`config.mk`:
```
export PLATFORM = sky130hd
export DESIGN_NAME = narnet_engine_flat
export DESIGN_NICKNAME = d
export VERILOG_FILES = /design/src/rtl/narnet_engine_if.sv /design/src/rtl/narnet_engine.sv /design/src/flat_wrapper.sv
export SDC_FILE = /design/constraint.sdc
export NUM_CORES = 2
export LEC_CHECK = 0
export ABC_AREA = 1
export ABC_CLOCK_PERIOD_IN_PS = 9560
export CAP_MARGIN = 20
export CORE_MARGIN = 10
export CORE_UTILIZATION = 50
export CTS_BUF_LIST = sky130_fd_sc_hd__clkbuf_8
export DETAILED_ROUTE_END_ITERATION = 8
export PLACE_DENSITY = 0.66
export SLEW_MARGIN = 20
export SYNTH_ARGS = -nofsm -noshare
export SYNTH_HDL_FRONTEND = slang
export SYNTH_SLANG_ARGS = --single-unit
export TNS_END_PERCENT = 50
```
`constraint.sdc`:
```
create_clock -name clk -period 9.56 [get_ports clk]
set_clock_uncertainty 0.2 [all_clocks]
set_input_delay 1.912 -clock clk [delete_from_list [all_inputs] [get_ports clk]]
set_output_delay 1.912 -clock clk [all_outputs]
set_load 0.01 [all_outputs]
```
`src/rtl/narnet_engine_if.sv`:
```
// Handshake and memory-port bundle for the NAR-network inference engine.
// The engine connects through the slave modport; the parent (sample source,
// result sink, weight memory and tanh table) connects through the master modport.
interface narnet_engine_if #(
   parameter int N  = 16,
   parameter int AW = 10
);

   logic signed [N-1:0]  x_in;
   logic                 x_valid;
   logic                 x_ready;
   logic                 closed_loop;
   logic                 flush;
   logic [AW-1:0]        w_addr;
   logic signed [N-1:0]  w_data;
   logic [N-1:0]         t_addr;
   logic signed [N-1:0]  t_data;
   logic signed [N-1:0]  y_out;
   logic                 out_valid;
   logic                 out_ready;

   modport slave (
      input  x_in, x_valid, closed_loop, flush, w_data, t_data, out_ready,
      output x_ready, w_addr, t_addr, y_out, out_valid
   );

   modport master (
      output x_in, x_valid, closed_loop, flush, w_data, t_data, out_ready,
      input  x_ready, w_addr, t_addr, y_out, out_valid
   );

endinterface

```
`src/rtl/narnet_engine.sv`:
```
// NAR-network inference engine: D-tap autoregressive delay line, H tanh hidden
// neurons and one linear output neuron, all evaluated on a single shared MAC.
// Weights and the tanh table live in parent-owned memories with 1-cycle reads,
// so every address is issued one cycle before its data is consumed.
module narnet_engine #(
   parameter int N    = 16,
   parameter int Q    = 10,
   parameter int D    = 16,
   parameter int H    = 5,
   parameter int G    = 8,
   parameter int INIT = 384,
   parameter int AW   = 10
) (
   input  logic            clk,
   input  logic            rst,
   narnet_engine_if.slave  bus
);

   localparam int AccW = N + G;
   localparam int PW   = $clog2(D);
   localparam int HIW  = (H > 1) ? $clog2(H) : 1;

   localparam logic [7:0]            LastL1     = 8'(D + 1);
   localparam logic [7:0]            LastL2     = 8'(H + 1);
   localparam logic [7:0]            NumD       = 8'(D);
   localparam logic [7:0]            NumH       = 8'(H);
   localparam logic [PW-1:0]         LastTap    = PW'(D - 1);
   localparam logic [HIW-1:0]        LastNeuron = HIW'(H - 1);
   localparam logic [AW-1:0]         B2Addr     = AW'(H + H * D);
   localparam logic signed [N-1:0]   TapInit    = N'(INIT);
   localparam logic signed [AccW-1:0] AccMax    = {{(G + 1){1'b0}}, {(N - 1){1'b1}}};
   localparam logic signed [AccW-1:0] AccMin    = {{(G + 1){1'b1}}, {(N - 1){1'b0}}};

   typedef enum logic [2:0] {IDLE, LOAD, L1, TANH, L2, OUT} state_t;

   state_t                  r_state;
   logic signed [N-1:0]     r_taps [D];
   logic [PW-1:0]           r_head;
   logic [PW-1:0]           r_rdPtr;
   logic signed [N-1:0]     r_sample;
   logic signed [AccW-1:0]  r_acc;
   logic signed [N-1:0]     r_hidden [2**HIW];
   logic [HIW-1:0]          r_neuron;
   logic [HIW-1:0]          r_hidIdx;
   logic [7:0]              r_cnt;
   logic signed [N-1:0]     r_prevY;
   logic                    r_xReady;
   logic                    r_outValid;
   logic signed [N-1:0]     r_yOut;
   logic [AW-1:0]           r_wAddr;
   logic [N-1:0]            r_tAddr;

   logic signed [N-1:0]     w_mulOp;
   logic signed [2*N-1:0]   w_prod;
   logic signed [2*N-1:0]   w_prodShift;
   logic signed [AccW-1:0]  w_addend;
   logic signed [AccW-1:0]  w_bias;
   logic signed [AccW-1:0]  w_accNext;
   logic [PW-1:0]           w_headM1;

   // Clamp a wide accumulator value into the signed N-bit range.
   function automatic logic [N-1:0] satN(input logic signed [AccW-1:0] v);
      if (v > AccMax) begin
         return {1'b0, {(N - 1){1'b1}}};
      end else if (v < AccMin) begin
         return {1'b1, {(N - 1){1'b0}}};
      end else begin
         return v[N-1:0];
      end
   endfunction

   // MAC datapath: pick the operand paired with the returning weight, scale the product back to Q format and add.
   always_comb begin
      w_mulOp = r_taps[r_rdPtr];
      if (r_state == L2) begin
         w_mulOp = r_hidden[r_hidIdx];
      end
      w_prod      = (2 * N)'(bus.w_data) * (2 * N)'(w_mulOp);
      w_prodShift = w_prod >>> Q;
      w_addend    = AccW'(w_prodShift);
      w_bias      = AccW'(bus.w_data);
      w_accNext   = r_acc + w_addend;
      w_headM1    = (r_head == '0) ? LastTap : r_head - 1'b1;
   end

   // Sequencer: accepts samples, walks the hidden and output layers, and holds the result until it is consumed.
   always_ff @(posedge clk or negedge rst) begin
      if (!rst) begin
         r_state    <= IDLE;
         for (int i = 0; i < D; i++) begin
            r_taps[i] <= TapInit;
         end
         for (int i = 0; i < 2**HIW; i++) begin
            r_hidden[i] <= '0;
         end
         r_head     <= '0;
         r_rdPtr    <= '0;
         r_sample   <= '0;
         r_acc      <= '0;
         r_neuron   <= '0;
         r_hidIdx   <= '0;
         r_cnt      <= '0;
         r_prevY    <= '0;
         r_xReady   <= 1'b1;
         r_outValid <= 1'b0;
         r_yOut     <= '0;
         r_wAddr    <= '0;
         r_tAddr    <= '0;
      end else begin
         case (r_state)
            IDLE: begin
               if (r_outValid && bus.out_ready) begin
                  r_outValid <= 1'b0;
                  r_xReady   <= 1'b1;
               end
               if (bus.flush) begin
                  for (int i = 0; i < D; i++) begin
                     r_taps[i] <= TapInit;
                  end
               end else if (bus.x_valid && r_xReady) begin
                  r_sample <= bus.closed_loop ? r_prevY : bus.x_in;
                  r_xReady <= 1'b0;
                  r_state  <= LOAD;
               end
            end
            LOAD: begin
               r_taps[w_headM1] <= r_sample;
               r_head   <= w_headM1;
               r_rdPtr  <= w_headM1;
               r_neuron <= '0;
               r_cnt    <= '0;
               r_wAddr  <= '0;
               r_state  <= L1;
            end
            L1: begin
               r_cnt <= r_cnt + 1'b1;
               if (r_cnt < NumD) begin
                  r_wAddr <= AW'(H + int'(r_neuron) * D + int'(r_cnt));
               end
               if (r_cnt == 8'd1) begin
                  r_acc <= w_bias;
               end else if (r_cnt >= 8'd2) begin
                  r_acc   <= w_accNext;
                  r_rdPtr <= (r_rdPtr == LastTap) ? '0 : r_rdPtr + 1'b1;
               end
               if (r_cnt == LastL1) begin
                  r_tAddr <= satN(w_accNext);
                  r_cnt   <= '0;
                  r_state <= TANH;
               end
            end
            TANH: begin
               r_cnt <= r_cnt + 1'b1;
               if (r_cnt == 8'd1) begin
                  r_hidden[r_neuron] <= bus.t_data;
                  r_cnt   <= '0;
                  r_rdPtr <= r_head;
                  if (r_neuron == LastNeuron) begin
                     r_wAddr  <= B2Addr;
                     r_hidIdx <= '0;
                     r_state  <= L2;
                  end else begin
                     r_wAddr  <= AW'(int'(r_neuron) + 1);
                     r_neuron <= r_neuron + 1'b1;
                     r_state  <= L1;
                  end
               end
            end
            L2: begin
               r_cnt <= r_cnt + 1'b1;
               if (r_cnt < NumH) begin
                  r_wAddr <= AW'(H + H * D + 1 + int'(r_cnt));
               end
               if (r_cnt == 8'd1) begin
                  r_acc <= w_bias;
               end else if (r_cnt >= 8'd2) begin
                  r_acc    <= w_accNext;
                  r_hidIdx <= r_hidIdx + 1'b1;
               end
               if (r_cnt == LastL2) begin
                  r_cnt   <= '0;
                  r_state <= OUT;
               end
            end
            OUT: begin
               r_yOut     <= satN(r_acc);
               r_prevY    <= satN(r_acc);
               r_outValid <= 1'b1;
               r_state    <= IDLE;
            end
            default: begin
               r_state <= IDLE;
            end
         endcase
      end
   end

   assign bus.x_ready   = r_xReady;
   assign bus.out_valid = r_outValid;
   assign bus.y_out     = r_yOut;
   assign bus.w_addr    = r_wAddr;
   assign bus.t_addr    = r_tAddr;

endmodule

```
`src/flat_wrapper.sv`:
```
// flat-port wrapper written by rule: the top's interface ports become plain ports
module narnet_engine_flat 
#(
   parameter int N    = 16,
   parameter int Q    = 10,
   parameter int D    = 16,
   parameter int H    = 5,
   parameter int G    = 8,
   parameter int INIT = 384,
   parameter int AW   = 10
)
  (clk, rst, bus_x_in, bus_x_valid, bus_closed_loop, bus_flush, bus_w_data, bus_t_data, bus_out_ready, bus_x_ready, bus_w_addr, bus_t_addr, bus_y_out, bus_out_valid);
  narnet_engine_if #(.N(N), .AW(AW)) bus_i ();
  input  logic clk;
  input  logic rst;
  input wire logic [$bits(bus_i.x_in)-1:0] bus_x_in;
  input wire logic [$bits(bus_i.x_valid)-1:0] bus_x_valid;
  input wire logic [$bits(bus_i.closed_loop)-1:0] bus_closed_loop;
  input wire logic [$bits(bus_i.flush)-1:0] bus_flush;
  input wire logic [$bits(bus_i.w_data)-1:0] bus_w_data;
  input wire logic [$bits(bus_i.t_data)-1:0] bus_t_data;
  input wire logic [$bits(bus_i.out_ready)-1:0] bus_out_ready;
  output wire logic [$bits(bus_i.x_ready)-1:0] bus_x_ready;
  output wire logic [$bits(bus_i.w_addr)-1:0] bus_w_addr;
  output wire logic [$bits(bus_i.t_addr)-1:0] bus_t_addr;
  output wire logic [$bits(bus_i.y_out)-1:0] bus_y_out;
  output wire logic [$bits(bus_i.out_valid)-1:0] bus_out_valid;
  assign bus_i.x_in = bus_x_in;
  assign bus_i.x_valid = bus_x_valid;
  assign bus_i.closed_loop = bus_closed_loop;
  assign bus_i.flush = bus_flush;
  assign bus_i.w_data = bus_w_data;
  assign bus_i.t_data = bus_t_data;
  assign bus_i.out_ready = bus_out_ready;
  assign bus_x_ready = bus_i.x_ready;
  assign bus_w_addr = bus_i.w_addr;
  assign bus_t_addr = bus_i.t_addr;
  assign bus_y_out = bus_i.y_out;
  assign bus_out_valid = bus_i.out_valid;
  narnet_engine #(.N(N), .Q(Q), .D(D), .H(H), .G(G), .INIT(INIT), .AW(AW)) u_core (.clk(clk), .rst(rst), .bus(bus_i));
endmodule
```
==> results.toml <==
[run_status]
status = "completed"

[final_layout]
syn_to_final_growth_pct = 20.5
n_fill_cell = 5891
nNetsFinal = 4863
drive_gt1_frac = 0.159
mostFrequentLayoutCells = "643 x inv_1, 641 x nand2_1, 468 x o21ai_0"
mostFrequentLayoutCell = "inv_1"

[detailed_routing]
highest_layer = "met4"
drt-met1-wl_mm = 44.1
drt_iter0_markers = 2724
met2_length_mm = 50.3
post_drt_wl_per_cell_um = 19.7
drc = 0
dr_total_vias = 29600
first_pass_iters = 7
via_per_inst = 5.52
drt_wl_total_mm = 106
wl_met3_mm = 7.14
ant_nets = 0

[worst_setup_path]
worstPathMaxFanout = 13
worst-setup-path-type = "flop to flop"
cpPeakStageDelay_ns = 0.58
arrival_ns = 9.69
cp.required_ns = 9.97
cp_slowest_cell = "dfrtp_4"
worst_setup_path_start_kind = "flop"
rr_worst_depth = 48
setup.worst_path.end_class = "flop"

[place]
place_congestion = 0.958
io_buffers = 96
dpl.hpwl_mm = 74.2
preCtsSetupSlack_ns = -0.674

[synth]
synthFlopType = "dfrtp_1"
yosys_warnings = 0
synthTopCellsByArea = "dfrtp_1 34%, fa_1 16%, nand2_1 7.3%, o21ai_0 7.1%, inv_1 7.0%"
syn_avg_cell_area_um2 = 8.26
synth.ff_latch_count = 492
synth_enable_flop_cells = 0
synth_async_sr_flop_share = 1.00
synth_cells = 4088
mappedNetlistArea_um2 = 33800
synth_area_leader_cell = "dfrtp_1"
synth_cell_types = 57
syn_nets = 4528
synth_top_area_share = 0.340
yosysSeqAreaShare = 0.366

[global_routing]
grt_max_degree = 171
grt_first_pass_wirelength_mm = 163
grt.overflow.total = 0
grtUsageTotal = 0.263
first_global_vias = 28900
antenna_found_initial = 1

[timing]
finalCriticalPeriod_ns = 9.27
setup_slack_ns = 0.288
setup_violations = 0
hold_ws_ns = 0.279
drv_slew = 0
max_slew.worst_pin.slew_ns = 1.13
hold_viol = 0
slew_headroom = 0.247
fmax_mhz = 108
post-route-period-util = 0.970
fin_setup_tns_ns = 0

[floorplan]
start_util = 0.504
row_count = 95
die_area_um2 = 78400
pin_count = 98
die_w_um = 280
fp.dieH_um = 280
core_um2 = 67000

[min_path]
holdPathStages = 2
hold_class = "flop to flop"

[cts]
clock-sinks = 492
h-tree-depth = 3
clk_pin_slew_ns = 0.06
cts_buffers = 86
clock_latency_ns = 0.72
cts_root_buf = "clkbuf_8"
cts_max_path_buffers = 3
hold_buffers = 0
cts_tree = "done"

[flow_run]
timing.max_cap.violations = 0
[cells in the mapped netlist, types with 4 or more instances]
cell type,n
a21oi_1,277
a31oi_1,8
buf_1,32
buf_2,9
clkbuf_1,160
clkinv_1,15
dfrtp_1,459
dfstp_2,33
fa_1,262
ha_1,124
inv_1,629
inv_2,10
mux2_2,8
mux2i_1,8
nand2_1,658
nand2_2,18
nand2_4,4
nand3_1,164
nand4_1,17
nor2_1,379
nor3_1,9
nor4_1,5
o211ai_1,6
o21a_1,5
o21ai_0,482
o21ai_1,22
o21bai_1,4
o221ai_1,18
o22ai_1,154
or2_2,6
xnor2_1,24
xor2_1,38
[worst paths after layout]
check,start,end,slack (ns)
worst min register to register,u_core.r_taps[3],u_core.r_taps[3],0.28
worst max-delay path,u_core.r_rdPtr[0],u_core.bus.t_addr[7],0.29
worst min-delay path,u_core.r_taps[3],u_core.r_taps[3],0.28
worst max register to register,u_core.r_rdPtr[0],u_core.bus.t_addr[7],0.29
max in group asynchronous,rst,u_core.r_rdPtr[0],6.42
min in group asynchronous,rst,u_core.bus.t_addr[14],1.11
[metal layers]
layer	vias up	track usage
met5	-	0
met4	0	0.0990
met3	200	0.0412
met2	1143	0.430
met1	14400	0.350
li1	13800	-
[repair_timing]
action	CTS	global route
setup buffers	0	21
endpoints found under the setup margin	15	24
gates cloned	0	11
gates resized for setup	7	206
pin swaps	0	67
[worst max-delay path: cells and delay by family (launching register included)]
kind                     cells  cell delay (ns)
AO/OA/AOI/OAI                9             1.21
XOR/XNOR                     2             0.36
adder cells (fa/ha/maj)      8             3.65
buffers and inverters       14             1.49
flip-flops                   1             0.58
AND/OR/NAND/NOR             15             1.66
[stage by stage]
stage | util | cells | area (um^2)
5_1_grt | 0.607 | 5363 | 40700
3_5_place_dp | 0.561 | 5175 | 37600
3_3_place_gp | 0.561 | 5175 | 37600
4_1_cts | 0.588 | 5329 | 39400
6_report | 0.607 | 5364 | 40700
2_1_floorplan | - | 4088 | 33800
[flip-flops by register name, indices dropped and copies added (netlist names), 4 cells and up]
signal             cells
u_core.r_head          4
u_core.r_cnt           8
u_core.r_rdPtr         4
u_core.r_sample       16
u_core.bus.t_addr     16
u_core.r_acc          24
u_core.r_hidden      128
u_core.bus.w_addr      9
u_core.r_taps        256
u_core.r_prevY        16
[cell type report]
| class | instances | area (um^2) | share of cell area |
|---|---|---|---|
| multi-input combinational | 2737 | 18900 | 0.464 |
| sequential | 492 | 12400 | 0.304 |
| timing repair buffer | 452 | 4040 | 0.0992 |
| inverter | 654 | 2500 | 0.0615 |
| clock buffer | 106 | 1460 | 0.0359 |
| tap | 873 | 1090 | 0.0268 |
| clock inverter | 48 | 342 | 0.00840 |
| antenna | 2 | 5.00 | 0.000123 |
[cell families (layout without fill, tap and decap cells)]
group	Yosys count	in the layout	share of synthesized area
muxes	16	16	0.00504
and+or+nand+nor	1272	1275	0.155
xor gates and xnor gates	62	62	0.0161
DFF	492	492	0.366
adders and majority gates	386	386	0.201
AOI/OAI and AO/OA	997	997	0.159
buffers and inverters	862	1260	0.0977
other	1	3	0.000111
Power is not shown: default switching activity piles up to over one toggle a cycle in this logic, so the estimate is an artifact.
